<file path="src/rtl/pmod_kpd_if.sv">
// Pmod keypad pin bundle: four column drives, four row senses, decoded key outputs.
// No latency of its own; pure wiring between scanner and board.
// No backpressure; rows are level inputs, outputs are levels.
interface pmod_kpd_if;
  logic       J1;
  logic       J2;
  logic       J3;
  logic       J4;
  logic       J7;
  logic       J8;
  logic       J9;
  logic       J10;
  logic [3:0] outnum;
  logic       pressed;

  // scanner side
  modport master (
    output J1, J2, J3, J4, outnum, pressed,
    input  J7, J8, J9, J10
  );

  // board / keypad side
  modport slave (
    input  J1, J2, J3, J4, outnum, pressed,
    output J7, J8, J9, J10
  );
endinterface

</file>
<file path="src/rtl/pmod_kpd.sv">
// 4x4 Pmod keypad scanner: walks columns low one at a time, decodes first low row to a hex key.
// Latency: result applied on the edge ending a sweep (4*SCAN_CYCLES clocks), visible next cycle.
// No backpressure; optional debounce via macro PMOD_KPD_DEBOUNCE_EN (needs DEBOUNCE_SWEEPS equal sweeps).
module pmod_kpd #(
  parameter int SCAN_CYCLES     = 8,
  parameter int DEBOUNCE_SWEEPS = 3
) (
  input  logic        slow_clk,
  input  logic        rst,
  pmod_kpd_if.master  kpd
);

  localparam int SW = (SCAN_CYCLES > 1) ? $clog2(SCAN_CYCLES) : 1;
  localparam logic [SW-1:0] SLOT_LAST = SW'(SCAN_CYCLES - 1);

  // Elaboration-time parameter sanity checks.
  if (SCAN_CYCLES < 3) begin : g_scan_chk
    $error("SCAN_CYCLES must be 3 or more");
  end
  if (DEBOUNCE_SWEEPS < 1) begin : g_deb_chk
    $error("DEBOUNCE_SWEEPS must be 1 or more");
  end

  logic [3:0]    row_s1;
  logic [3:0]    row_s2;
  logic [1:0]    col;
  logic [SW-1:0] slot;
  logic          sweep_hit;
  logic [3:0]    sweep_code;
  logic          pressed_q;
  logic [3:0]    outnum_q;

  logic          slot_end;
  logic          sweep_end;
  logic          row_hit;
  logic [1:0]    row_first;
  logic [3:0]    key_code;
  logic          cur_hit;
  logic [3:0]    cur_code;

  assign slot_end  = (slot == SLOT_LAST);
  assign sweep_end = slot_end && (col == 2'd3);

  // Only the selected column is pulled low; the others idle high.
  assign kpd.J1 = (col != 2'd0);
  assign kpd.J2 = (col != 2'd1);
  assign kpd.J3 = (col != 2'd2);
  assign kpd.J4 = (col != 2'd3);

  assign kpd.outnum  = outnum_q;
  assign kpd.pressed = pressed_q;

  // Two-flop synchronizer on the asynchronous row lines (idle high).
  always_ff @(posedge slow_clk) begin
    if (rst) begin
      row_s1 <= 4'b1111;
      row_s2 <= 4'b1111;
    end else begin
      row_s1 <= {kpd.J10, kpd.J9, kpd.J8, kpd.J7};
      row_s2 <= row_s1;
    end
  end

  // Slot and column counters: dwell SCAN_CYCLES clocks per column, wrap after column 3.
  always_ff @(posedge slow_clk) begin
    if (rst) begin
      slot <= '0;
      col  <= 2'd0;
    end else if (slot_end) begin
      slot <= '0;
      col  <= col + 2'd1;
    end else begin
      slot <= slot + SW'(1);
    end
  end

  // Pick the lowest active row and map (row, column) to the printed key value.
  always_comb begin
    row_hit   = (row_s2 != 4'b1111);
    row_first = 2'd3;
    if (!row_s2[0])      row_first = 2'd0;
    else if (!row_s2[1]) row_first = 2'd1;
    else if (!row_s2[2]) row_first = 2'd2;
    key_code = 4'h0;
    case ({row_first, col})
      4'b00_00: key_code = 4'h1;
      4'b00_01: key_code = 4'h2;
      4'b00_10: key_code = 4'h3;
      4'b00_11: key_code = 4'hA;
      4'b01_00: key_code = 4'h4;
      4'b01_01: key_code = 4'h5;
      4'b01_10: key_code = 4'h6;
      4'b01_11: key_code = 4'hB;
      4'b10_00: key_code = 4'h7;
      4'b10_01: key_code = 4'h8;
      4'b10_10: key_code = 4'h9;
      4'b10_11: key_code = 4'hC;
      4'b11_00: key_code = 4'h0;
      4'b11_01: key_code = 4'hF;
      4'b11_10: key_code = 4'hE;
      default:  key_code = 4'hD;
    endcase
    // An earlier column's hit wins over anything seen in the current column.
    cur_hit  = sweep_hit || row_hit;
    cur_code = sweep_hit ? sweep_code : key_code;
  end

  // Accumulate the first hit of the sweep; cleared when the sweep closes.
  always_ff @(posedge slow_clk) begin
    if (rst) begin
      sweep_hit  <= 1'b0;
      sweep_code <= 4'h0;
    end else if (sweep_end) begin
      sweep_hit  <= 1'b0;
      sweep_code <= 4'h0;
    end else if (slot_end && !sweep_hit && row_hit) begin
      sweep_hit  <= 1'b1;
      sweep_code <= key_code;
    end
  end

`ifdef PMOD_KPD_DEBOUNCE_EN
  localparam int CW = $clog2(DEBOUNCE_SWEEPS + 1);
  localparam logic [CW-1:0] CNT_MAX = CW'(DEBOUNCE_SWEEPS);

  logic          cand_hit;
  logic [3:0]    cand_code;
  logic [CW-1:0] cand_cnt;
  logic [CW-1:0] cnt_next;
  logic          same;

  // Run length of identical sweep results; empty results match regardless of code.
  always_comb begin
    same = (cand_cnt != '0) && (cand_hit == cur_hit) && (!cur_hit || (cand_code == cur_code));
    if (!same)                   cnt_next = CW'(1);
    else if (cand_cnt >= CNT_MAX) cnt_next = CNT_MAX;
    else                         cnt_next = cand_cnt + CW'(1);
  end

  // Apply a sweep result only once it has repeated DEBOUNCE_SWEEPS times in a row.
  always_ff @(posedge slow_clk) begin
    if (rst) begin
      cand_hit  <= 1'b0;
      cand_code <= 4'h0;
      cand_cnt  <= '0;
      pressed_q <= 1'b0;
      outnum_q  <= 4'h0;
    end else if (sweep_end) begin
      cand_hit  <= cur_hit;
      cand_code <= cur_code;
      cand_cnt  <= cnt_next;
      if (cnt_next == CNT_MAX) begin
        pressed_q <= cur_hit;
        if (cur_hit) outnum_q <= cur_code;
      end
    end
  end
`else
  // Apply every sweep result directly; outnum is held across release.
  always_ff @(posedge slow_clk) begin
    if (rst) begin
      pressed_q <= 1'b0;
      outnum_q  <= 4'h0;
    end else if (sweep_end) begin
      pressed_q <= cur_hit;
      if (cur_hit) outnum_q <= cur_code;
    end
  end
`endif

endmodule

</file>
<file path="src/flat_wrapper.sv">
// flat-port wrapper written by rule: the top's interface ports become plain ports
module pmod_kpd_flat 
#(
  parameter int SCAN_CYCLES     = 8,
  parameter int DEBOUNCE_SWEEPS = 3
)
  (slow_clk, rst, kpd_J1, kpd_J2, kpd_J3, kpd_J4, kpd_outnum, kpd_pressed, kpd_J7, kpd_J8, kpd_J9, kpd_J10);
  pmod_kpd_if kpd_i ();
  input  logic slow_clk;
  input  logic rst;
  output wire logic [$bits(kpd_i.J1)-1:0] kpd_J1;
  output wire logic [$bits(kpd_i.J2)-1:0] kpd_J2;
  output wire logic [$bits(kpd_i.J3)-1:0] kpd_J3;
  output wire logic [$bits(kpd_i.J4)-1:0] kpd_J4;
  output wire logic [$bits(kpd_i.outnum)-1:0] kpd_outnum;
  output wire logic [$bits(kpd_i.pressed)-1:0] kpd_pressed;
  input wire logic [$bits(kpd_i.J7)-1:0] kpd_J7;
  input wire logic [$bits(kpd_i.J8)-1:0] kpd_J8;
  input wire logic [$bits(kpd_i.J9)-1:0] kpd_J9;
  input wire logic [$bits(kpd_i.J10)-1:0] kpd_J10;
  assign kpd_J1 = kpd_i.J1;
  assign kpd_J2 = kpd_i.J2;
  assign kpd_J3 = kpd_i.J3;
  assign kpd_J4 = kpd_i.J4;
  assign kpd_outnum = kpd_i.outnum;
  assign kpd_pressed = kpd_i.pressed;
  assign kpd_i.J7 = kpd_J7;
  assign kpd_i.J8 = kpd_J8;
  assign kpd_i.J9 = kpd_J9;
  assign kpd_i.J10 = kpd_J10;
  pmod_kpd #(.SCAN_CYCLES(SCAN_CYCLES), .DEBOUNCE_SWEEPS(DEBOUNCE_SWEEPS)) u_core (.slow_clk(slow_clk), .rst(rst), .kpd(kpd_i));
endmodule
</file>
<file path="config.mk">
export PLATFORM = sky130hd
export DESIGN_NAME = pmod_kpd_flat
export DESIGN_NICKNAME = d
export VERILOG_FILES = /design/src/rtl/pmod_kpd_if.sv /design/src/rtl/pmod_kpd.sv /design/src/flat_wrapper.sv
export SDC_FILE = /design/constraint.sdc
export NUM_CORES = 1
export LEC_CHECK = 0
export CAP_MARGIN = 10
export CORE_MARGIN = 2
export CORE_UTILIZATION = 55
export DETAILED_ROUTE_END_ITERATION = 8
export GPL_TIMING_DRIVEN = 0
export PLACE_DENSITY = 0.8
export SYNTH_ARGS = -nofsm -noshare
export SYNTH_HDL_FRONTEND = slang
export SYNTH_SLANG_ARGS = --single-unit
</file>
<file path="constraint.sdc">
create_clock -name slow_clk -period 4.55 [get_ports slow_clk]
set_clock_uncertainty 0.05 [all_clocks]
set_input_delay 0.6825 -clock slow_clk [delete_from_list [all_inputs] [get_ports slow_clk]]
set_output_delay 0.6825 -clock slow_clk [all_outputs]
set_load 0.01 [all_outputs]
</file>
* Word-level counts from Yosys, hierarchy flattened
Memories as Yosys holds them, arrays and structs flattened.
Index checks and enable logic that the tools add are counted.
** Word-level totals
- Memories :: 1
- Logic and storage cells :: 30
- Output and inout port bits :: 9
- Bits in registers :: 23
- Bits in read-only memories :: 64
- Input port bits :: 6
** Operators by class
- Equal/unequal tests :: 6
- Add/subtract/negate cells :: 2
- Multiplexer cells :: 4
- Reductions and logical operators :: 9
** Memories
- (no name shown) :: words 16, width 4, rd ports 1, clocked after memory_dff 0, write ports 0, line pmod_kpd.sv:85 : case ({row_first, col})
** Operators with widths (count)
- $mux W2 :: 2
- $mux W4 :: 1
- $ne A2 B2 Y1 const B :: 2
- $ne A4 B4 Y1 const B :: 1
- $reduce_or A2 Y1 :: 2
- $add A3 B1 Y3 const B :: 1
- $eq A3 B3 Y1 const B :: 1
- $logic_and A1 B1 Y1 :: 3
- $add A2 B1 Y2 const B :: 1
- $eq A2 B2 Y1 const B :: 1
- $ne A2 B1 Y1 const B :: 1
- $reduce_and A2 Y1 :: 1
- $reduce_bool A2 Y1 :: 1
- $logic_not A1 Y1 :: 1
- $logic_or A1 B1 Y1 :: 1
- $mux W1 :: 1

* Longest topological paths before layout
An unclocked memory read counts as a cell.
- Depth in word-level cells :: 5
- Mapped depth :: 7
- Depth with buffers taken out :: 6

* Worst setup path before layout
No wires, ideal clock.
- Kind :: reg2reg
- Start :: register u_core.col[0]
- End :: register u_core.outnum_q[2], in the netlist u_core.kpd.outnum[2]
- Cell stages (with the launch flop) :: 7
- Library setup time :: 86 ps
- Path buffers :: 0
- Clock period less this slack :: 1680 ps
- Setup slack :: 2870 ps
- Arrival time :: 1543 ps
- Data required time :: 4414 ps
- Cell sequence :: dfxtp_1 > inv_1 > ha_1 > mux2_1 > mux2i_1 > nand3b_1 > a221oi_2
** On the way
- Word-level cells in the longest chain between the ends :: 3
- Elaborated cells between the ends (all ways) :: 5
- Classes of those cells :: eq/ne: 1; mux: 1; reduce/logical: 2; memory: 1
** RTL lines
- from (decl) :: line pmod_kpd.sv:26 : logic [1:0] col;
- from (signal assigned) :: line pmod_kpd.sv:71 : col <= col + 2'd1;
- parallel branches: the longest is 3 deep, another holds $mem_v2 Z16 W4
- to (signal assigned) :: line pmod_kpd.sv:166 : if (cur_hit) outnum_q <= cur_code;
- to (decl) :: line pmod_kpd.sv:31 : logic [3:0] outnum_q;
Parallel ways; which one is timed is not known.
A chain may end at the register's enable or synchronous reset.

* Final worst setup path
- Start :: register u_core.col[0]
- End :: output kpd_J1
** On the way
- Word-level cells in the longest chain between the ends :: 1
** RTL lines
- $reduce_bool A2 Y1 :: line pmod_kpd.sv:45 : assign kpd.J1 = (col != 2'd0);
- to (decl) :: line flat_wrapper.sv:11 : output wire logic [$bits(kpd_i.J1)-1:0] kpd_J1;
No other way between the ends.

==> reports/summary.txt <==
=====================================================================================
Result of the run ...................................................... complete, no violations
Fin crit share .........................................................        0.539
Max-cap violations .....................................................            0
Share of the synthesized area in the top cell type .....................        0.437
Met3 Usage GRT .........................................................       0.0340
Critical Path Fanout Max ...............................................            7
Launching element of the worst setup path .............................. u_core.col[0]
Area enclosed by the die boundary ......................................     2280 µm²
Count of cells along the worst register-to-register path ...............            6
Net count, final .......................................................          142
Placeable Area .........................................................     1760 µm²
Setup Slack @ Placement ................................................      2.40 ns
Area of the multi-input gates ..........................................      518 µm²
Required time of the critical path .....................................      3.82 ns
Root Buffer ............................................................ sky130_fd_sc_hd__clkbuf_4
Peak Freq ..............................................................      408 MHz
Placed wire-length estimate ............................................      1490 µm
Total power per unit cell area .........................................   263 nW/µm²
Vias per Instance ......................................................         5.26
Main area contributors after synthesis ................................. sky130_fd_sc_hd__dfxtp_1, sky130_fd_sc_hd__ha_1, sky130_fd_sc_hd__a21oi_1
Setup repair after global routing missed its margin ....................           no
Wire length per cell ...................................................      12.6 µm
TritonCTS clock tree ...................................................          yes
First-pass GRT wire length .............................................      3080 µm
Final slew viol count ..................................................            0
Global Route met1 Usage ................................................        0.227
Number of global-route vias before repair ..............................          722
Total of fill cells in the finished design .............................          154
Average size of a mapped cell ..........................................     9.67 µm²
Sum Neg Setup Slack ....................................................         0 ns
Leading cell type in the layout, fill and taps excluded ................ sky130_fd_sc_hd__dfxtp_1
Final weighted congestion in routability-driven placement ..............        0.815
Hold endpoint .......................................................... u_core.row_s2[3]
Worst slew margin ......................................................        0.803
Mapped Area ............................................................     1050 µm²
Post-synthesis sequential area ratio ...................................        0.437
Drt total wl ...........................................................      1920 µm
Number of buffer cells added on primary ports ..........................           14
Number of nets produced by synthesis ...................................          123
Clk buf depth ..........................................................            2
Die width ..............................................................      47.8 µm
Hold WC Path Type ...................................................... flop to flop
Count of nets left with antenna violations after detail routing ........            0
Final setup vio count ..................................................            0
Number of vias in the routed layout ....................................          800
Worst setup path category .............................................. flop to primary output
Cell Rows ..............................................................           15
Placed instance area ...................................................     1220 µm²
Commonest cells after routing, fill and taps aside ..................... sky130_fd_sc_hd__dfxtp_1, sky130_fd_sc_hd__clkdlybuf4s50_1, sky130_fd_sc_hd__a21oi_1, sky130_fd_sc_hd__inv_1
CP endpoint kind ....................................................... primary output
Initial DRT Pass Iterations ............................................            4
Initial DRC Count ......................................................           26
Area used by sequential logic in the layout ............................      460 µm²
Leak Pwr ...............................................................     0.502 nW
Endpoint of the worst-slack reg-to-reg timing path ..................... u_core.kpd.outnum[2]
Cts bufs inserted ......................................................            3
Beginning of the worst hold path ....................................... u_core.row_s1[3]
Worst hold margin ......................................................     0.372 ns
Cell count after synthesis .............................................          109
Clock-pin slew of the registers on the worst-case setup and hold paths .      0.12 ns
Largest net degree at the start of global routing ......................           13
Count of H-tree levels built during CTS ................................            1
Global-route usage over all layers .....................................        0.194
Clk Latency, worst-skew pair ...........................................      0.30 ns
Hold path depth ........................................................            1
Worst r2r src .......................................................... u_core.col[0]
Final worst setup slack ................................................      2.10 ns
Number of distinct library cells after synthesis .......................           30
Reg2Reg Setup Slack ....................................................      2.56 ns
Area leader, netlist ................................................... sky130_fd_sc_hd__dfxtp_1
Area overhead of the layout relative to synthesis ......................        18.8%
Fraction of final layout cells with drive strength greater than 1 ......        0.165
Number of post-CTS setup repair buffers ................................            0
Vertical extent of the die .............................................      47.8 µm
Number of hold-repair buffers added at the cts stage ...................            0
Number of sinks on the clock net .......................................           23
Initial antenna violation count ........................................            0
Design Area, Final .....................................................     1250 µm²
Slew at the pin closest to its max-slew limit ..........................     0.287 ns
Most Used Layer, Global Route ..........................................         met2
VDD IR-drop max ........................................................       237 µV
Flip-flop and latch count after synthesis ..............................           23
Diodes inserted ........................................................            0
Effective utilization at floorplan .....................................        0.597
Critical path data arrival time ........................................      1.72 ns
GRT overflow ...........................................................            0
DRC errors left ........................................................            0
Warnings, synthesis ....................................................            0
Final worst path period need ...........................................      2.45 ns
Startpoint kind of the worst setup timing path .........................         flop
Post-CTS Resized .......................................................            0
Total I/O pin count ....................................................           15
Met2 usage .............................................................        0.352
Number of failing hold endpoints at the final stage ....................            0
Total power after layout ...............................................     0.330 mW
=====================================================================================
power by group:
part,internal (mW),switching [mW],total (mW)
Clock,0.0342,0.0580,0.0922
Combinational,0.0144,0.0137,0.0280
Sequential,0.207,0.00238,0.209
kinds of logic (layout without fill, tap and decap cells):
| family | count (synthesis) | after routing | synth area share |
|---|---|---|---|
| xor+xnor | 1 | 1 | 0.00832 |
| flops | 23 | 23 | 0.437 |
| mux | 4 | 4 | 0.0392 |
| compound gates | 21 | 21 | 0.154 |
| buf+inv | 16 | 34 | 0.0713 |
| simple gates | 36 | 36 | 0.195 |
| fa+ha+maj | 8 | 8 | 0.0950 |
registers in the layout (all words and copies together), names as in the netlist:
name,flops
u_core.kpd.outnum,4
u_core.kpd.pressed,1
u_core.slot,3
u_core.sweep_hit,1
u_core.row_s2,4
u_core.col,2
u_core.sweep_code,4
u_core.row_s1,4
area by class of cell:
| cell class | instances | share of cell area |
|---|---|---|
| Multi-Input combinational cell | 70 | 0.414 |
| Clock buffer | 4 | 0.0210 |
| Sequential cell | 23 | 0.368 |
| Timing Repair Buffer | 14 | 0.112 |
| Inverter | 10 | 0.0300 |
| Tap cell | 25 | 0.0250 |
| Buffer | 6 | 0.0300 |
layer usage:
metal	part of all wire	wire length, µm
met4	0.016	31
met2	0.52	1010
met3	0.043	83
met1	0.42	798
met5	0	0
worst max-delay path, cell delays in order (launching register included):
cell and delay (ns):
sky130_fd_sc_hd__dfxtp_1 0.48, sky130_fd_sc_hd__inv_1 0.13, sky130_fd_sc_hd__ha_1 0.23, sky130_fd_sc_hd__inv_1 0.05, sky130_fd_sc_hd__clkdlybuf4s50_1 0.52
cells in the mapped netlist (all sizes together):
master	number
dfxtp	23
a21oi	11
inv	10
ha	8
or2	8
nand2	6
nor2	6
buf	5
nand3b	4
a211oi	3
mux2i	3
nor3	3
a221oi	2
nand3	2
nor3b	2
a311oi	1
a31oi	1
and3b	1
clkbuf	1
mux2	1
nand2b	1
nand4	1
nor2b	1
o21ai	1
o21bai	1
o41ai	1
or3	1
xnor2	1
stage by stage:
step / std cells / util
after floorplan: 109 / -
after global placement: 148 / 0.694
after detailed placement: 148 / 0.694
after CTS: 152 / 0.709
after global routing: 152 / 0.709
final: 152 / 0.709
how the worst max path moves through the flow:
stage / endpoint / slack (ns) / cells past startpoint
2_1_floorplan: u_core.kpd.outnum[2] / 2.87 / 6
3_3_place_gp: u_core.kpd.outnum[1] / 2.43 / 5
3_5_place_dp: u_core.kpd.outnum[1] / 2.40 / 5
4_1_cts: kpd_J1 / 2.08 / 4
5_1_grt: kpd_J1 / 1.97 / 4
6_report: kpd_J1 / 2.10 / 4
Note: power is estimated with default switching activity, not from simulation.
==> patch 1: new RTL, config.mk and constraints unchanged <==
`SCAN_CYCLES` is set to 8 in 2 places; all go to 4.
--- a/src/rtl/pmod_kpd.sv
+++ b/src/rtl/pmod_kpd.sv
@@ -2,7 +2,7 @@
 // Latency: result applied on the edge ending a sweep (4*SCAN_CYCLES clocks), visible next cycle.
 // No backpressure; optional debounce via macro PMOD_KPD_DEBOUNCE_EN (needs DEBOUNCE_SWEEPS equal sweeps).
 module pmod_kpd #(
-  parameter int SCAN_CYCLES     = 8,
+  parameter int SCAN_CYCLES     = 4,
   parameter int DEBOUNCE_SWEEPS = 3
 ) (
   input  logic        slow_clk,
--- a/src/flat_wrapper.sv
+++ b/src/flat_wrapper.sv
@@ -1,7 +1,7 @@
 // flat-port wrapper written by rule: the top's interface ports become plain ports
 module pmod_kpd_flat 
 #(
-  parameter int SCAN_CYCLES     = 8,
+  parameter int SCAN_CYCLES     = 4,
   parameter int DEBOUNCE_SWEEPS = 3
 )
   (slow_clk, rst, kpd_J1, kpd_J2, kpd_J3, kpd_J4, kpd_outnum, kpd_pressed, kpd_J7, kpd_J8, kpd_J9, kpd_J10);
Formal check against the unedited RTL: not equivalent (Yosys sat finds a counterexample within 10 cycles, from zero or initial values and one cycle with rst high).
==> patch 1 against the original RTL <==
Design area is 2.3% lower. Wire length is 2.3% lower. Sequential cell count is 1 lower. Non-clock buffer count down 1. Hold slack got worse by 0.0074 ns. Count of clock-buffer cells in the layout is the same. Synthesized area fell by 2.7%. First-iteration DRC count is 73% lower. Cell count unchanged. Register-to-register slack improved by 0.13 ns. Setup slack got worse by 0.051 ns. Die area decreased by 2.5%. Power up 8.2%. Critical endpoint unchanged. Highest routed layer unchanged.
==> patch 1: results (changes against the original RTL) <==
| Metric | Value |
|---|---|
| Tightest Pin Transition | `0.443 ns (+0.157 ns)` |
| Worst path arrival time | `1.77 ns (+0.05 ns)` |
| Vias in the first global route | `706 (-2.2%)` |
| Worst hold start | `u_core.row_s1[2]` |
| GRT Util Overall | `20.4% (+0.99 points)` |
| WL met3 | `45 um (-46%)` |
| Met1 Track Usage GR | `28.3% (+5.6 points)` |
| Reg area | `440 sq um (-4.3%)` |
| Reg-to-Reg End | `u_core.kpd.outnum[1]` |
| First-pass GRT wire length | `3.11 mm (+0.88%)` |
| CP max-delay cell | `dfxtp_1` |
| Layout Nets | `141 (-0.70%)` |
| Layout clock area frac | `2.97% (+0.87 points)` |
| #MultiIn Comb | `75 (+7.1%)` |
| Filler instances | `150 (-2.6%)` |
| FF+latch count, synth | `22 (-4.3%)` |
| Layout cells sized above 1 | `15.0% (-1.6 points)` |
| Leak Pwr | `0.516 nW (+2.6%)` |
| DR WL met2 | `888 um (-12%)` |
| Clock network power | `0.105 mW (+14%)` |
| Unique masters post-synth | `37 (+23%)` |
| Metal-1 WL | `923 um (+16%)` |
| Share of cell area taken by multi-input logic gates | `43.2% (+1.8 points)` |
| Vias/cell | `5.22 (-0.88%)` |
| Hold path endpoint | `u_core.row_s2[2]` |
| Initial DRC count | `7 (-73%)` |
| Sequential-to-total area share from yosys stat | `43.0% (-0.73 points)` |
| M2 GR Usage | `31.2% (-4.0 points)` |
| Outcome | `completed` |
| Crit path max fanout | `8 (+1)` |
| Gp weighted congestion | `0.810 (-0.59%)` |
| DRT Wirelength | `1.87 mm (-2.3%)` |
| Flop2flop setup slack | `2.69 ns (+0.13 ns)` |
## patch 1: cell count changes in the layout (fill, tap and decap cells not counted), moves of 3 or more
cell,before,now
nand3b_1,4,0
nand2_1,6,11
a21oi_1,11,7
or2_2,8,5
inv_1,10,7
or2_1,0,3
## patch 1: per-stage QoR
step                      instance area (sq um)  utilization, %  total power [mW]  setup WS, ns  cells
after floorplan                            1020               -             0.242          2.90    110
after global placement                     1190            68.0             0.254          2.41    148
after detailed placement                   1190            68.0             0.257          2.39    148
after CTS                                  1220            70.0             0.361          2.05    152
after global routing                       1220            70.0             0.374          1.92    152
final                                      1220            70.0             0.357          2.05    152
## patch 1: logic make-up (layout without fill, tap and decap cells)
logic type               after synthesis  in the layout  share of synthesized area, %
adder cells (fa/ha/maj)                7              7                          8.55
AND/OR/NAND/NOR                       40             40                          21.7
flip-flops                            22             22                          43.0
XOR/XNOR                               2              2                          1.71
AO/OA/AOI/OAI                         23             23                          16.6
multiplexers                           3              3                          2.93
buffers and inverters                 13             30                          5.50
==> patch 2: new RTL, config.mk and constraints unchanged <==
Without the edit above. Add a define of `PMOD_KPD_DEBOUNCE_EN`.
--- a/src/rtl/pmod_kpd.sv
+++ b/src/rtl/pmod_kpd.sv
@@ -1,6 +1,8 @@
 // 4x4 Pmod keypad scanner: walks columns low one at a time, decodes first low row to a hex key.
 // Latency: result applied on the edge ending a sweep (4*SCAN_CYCLES clocks), visible next cycle.
 // No backpressure; optional debounce via macro PMOD_KPD_DEBOUNCE_EN (needs DEBOUNCE_SWEEPS equal sweeps).
+`define PMOD_KPD_DEBOUNCE_EN
+
 module pmod_kpd #(
   parameter int SCAN_CYCLES     = 8,
   parameter int DEBOUNCE_SWEEPS = 3
Check against the original RTL: same outputs for any inputs over 10 cycles, from zero or initial values and one cycle with rst high; that may be too few to reach the edited logic, so the function may still have changed.
==> patch 2 against the original RTL <==
Setup slack got worse by 0.45 ns. Largest cell class unchanged. Sequential cell count increased by 7. Die area increased by 39%. Global-route usage increased by 0.99 points. Wire length increased by 51%. Critical endpoint is now u_core.kpd.outnum[3]. Non-clock buffer count increased by 5. Synthesized area increased by 43%. Design area increased by 40%. Power increased by 46%.
==> patch 2: results (changes against the original RTL) <==
| Metric | Value |
|---|---|
| Worst path arrival time | `3.08 ns (+1.36 ns)` |
| Synth Flop Type | `dfxtp_1` |
| Hold depth | `1 (unchanged)` |
| Unique masters post-synth | `41 (+37%)` |
| Yosys warns | `0 (unchanged)` |
| Mapped Nets | `177 (+44%)` |
| Leak Pwr | `0.710 nW (+41%)` |
| Initial antenna violation count | `0 (unchanged)` |
| Hold path endpoint | `u_core.row_s2[0]` |
| GRT Util Overall | `20.4% (+0.99 points)` |
| Vias/cell | `5.38 (+2.3%)` |
| First-pass GRT wire length | `4.95 mm (+61%)` |
| Clock-pin slew on the worst setup and hold paths | `0.10 ns (-0.02 ns)` |
| Crit path max fanout | `6 (-1)` |
| Most frequent cells after synthesis | `dfxtp_1, nor2_1, nand2_1, or2_2` |
| Worst Setup Start Kind | `register` |
| Post-cts resize count | `0 (unchanged)` |
| Layout cells sized above 1 | `15.6% (-0.94 points)` |
| Area of placed instances | `1690 sq um (+38%)` |
| Vias in the first global route | `1116 (+55%)` |
| Min-delay worst type | `register to register` |
| Max Cap Violations | `0 (unchanged)` |
| Worst hold start | `u_core.row_s1[0]` |
| Hold_ws | `0.361 ns (-0.0117 ns)` |
| Pre-Repair DR Iteration Count | `4 (unchanged)` |
| Top cells by area, synth | `dfxtp_1, ha_1, nor2_1` |
| Worst-case clock buffer depth | `2 (unchanged)` |
| Setup bufs post-CTS | `0 (unchanged)` |
| Rel. slew slack | `70.1% (-10 points)` |
| DR WL/cell | `13.3 um (+5.8%)` |
| Outcome | `completed` |
| # setup viols final | `0 (unchanged)` |
| CTS HTree Levels | `2 (+1)` |
| Sequential-to-total area share from yosys stat | `39.8% (-3.9 points)` |
| I/O Buffers | `14 (unchanged)` |
| Worst skew pair latency | `0.34 ns (+0.04 ns)` |
| Filler instances | `220 (+43%)` |
| DP HPWL | `2.19 mm (+47%)` |
| CTS root buffer | `clkbuf_4` |
| Gp weighted congestion | `0.886 (+8.8%)` |
| Peak supply drop | `0.000210 V (-11%)` |
| Ant. Diodes | `0 (unchanged)` |
| CTS Buf Count | `5 (+2)` |
| Hold Vio Cnt, Final | `0 (unchanged)` |
| Largest net degree at the start of global routing | `11 (-2)` |
| Sw Ratio | `24.4% (+2.0 points)` |
| Layout Nets | `198 (+39%)` |
| Async SR Flop Fraction | `0% (unchanged)` |
| Reg2Reg Depth | `9 (+3)` |
| Flop2flop setup slack | `1.65 ns (-0.91 ns)` |
| Reg-to-Reg End | `u_core.kpd.outnum[3]` |
| Worst R2R Start | `u_core.col[0]` |
| Initial DRC count | `33 (+27%)` |
patch 2: changes by cell type after synthesis, sizes merged, moves of 3 or more:
cell,unedited run,this run
mux2,1,7
nor2,6,19
xnor2,1,4
nand2b,1,4
o31a,0,3
dfxtp,23,30
nor2b,1,4
a21oi,11,7
clkbuf,1,8
a211oi,3,6
nand3b,4,1
nand2,6,9
patch 2: routing by layer:
metal	share of wire (%)	global-route usage, %	up-vias
li1	-	-	605
met4	1.6	7.82	0
met2	48	32.9	35
met1	45	25.0	522
met3	5.6	6.91	6
met5	0	0	-
patch 2: kinds of logic (layout without fill, tap and decap cells):
logic type               count (synthesis)  count (layout)  synth area share [%]
AO/OA/AOI/OAI                           27              27                  12.9
XOR/XNOR                                 6               6                  3.98
adder cells (fa/ha/maj)                  7               7                  5.80
buffers and inverters                   19              41                  5.80
flip-flops                              30              30                  39.8
multiplexers                            12              12                  9.28
AND/OR/NAND/NOR                         63              63                  22.5
patch 2: how the worst max path moves through the flow:
stage / end / depth (start not counted) / slack (ns)
after detailed placement: u_core.kpd.outnum[3] / 9 / 1.71
after global placement: u_core.kpd.outnum[3] / 9 / 1.72
after floorplan: u_core.kpd.outnum[0] / 9 / 1.95
after CTS: u_core.kpd.outnum[3] / 9 / 1.66
final: u_core.kpd.outnum[3] / 9 / 1.65
after global routing: u_core.kpd.outnum[2] / 9 / 1.48
patch 2: area by class of cell:
type / instances / area, sq um / share of cell area (%)
sequential: 30 / 601 / 34.3
clock inverter: 2 / 12.5 / 0.714
buffer: 11 / 57.6 / 3.28
inverter: 8 / 30.0 / 1.71
clock buffer: 6 / 51.3 / 2.93
timing repair buffer: 14 / 140 / 7.99
tap: 31 / 38.8 / 2.21
multi-input combinational: 115 / 822 / 46.9
patch 2: through the flow:
step                      instances  util [%]  setup WS [ns]  total power, mW
final                           217      65.3           1.65            0.480
after global routing            217      65.3           1.48            0.502
after CTS                       217      65.3           1.66            0.485
after detailed placement        209      62.9           1.71            0.318
after global placement          209      62.9           1.72            0.316
after floorplan                 164         -           1.95            0.305
patch 2: power groups by stage:
stage / Combinational, mW / Sequential [mW] / Clock, mW
2_1_floorplan: 0.0294 / 0.276 / 0
3_3_place_gp: 0.0397 / 0.276 / 0
3_5_place_dp: 0.0413 / 0.277 / 0
4_1_cts: 0.0417 / 0.270 / 0.173
5_1_grt: 0.0466 / 0.271 / 0.185
6_report: 0.0416 / 0.270 / 0.168
patch 2: critical path: stages, from the launching register on:
cell	delay, ns
dfxtp_1	0.50
inv_1	0.13
ha_1	0.34
mux2_1	0.31
o211a_2	0.30
xnor2_2	0.14
a311oi_2	0.31
and4_1	0.27
buf_6	0.13
mux2_4	0.29
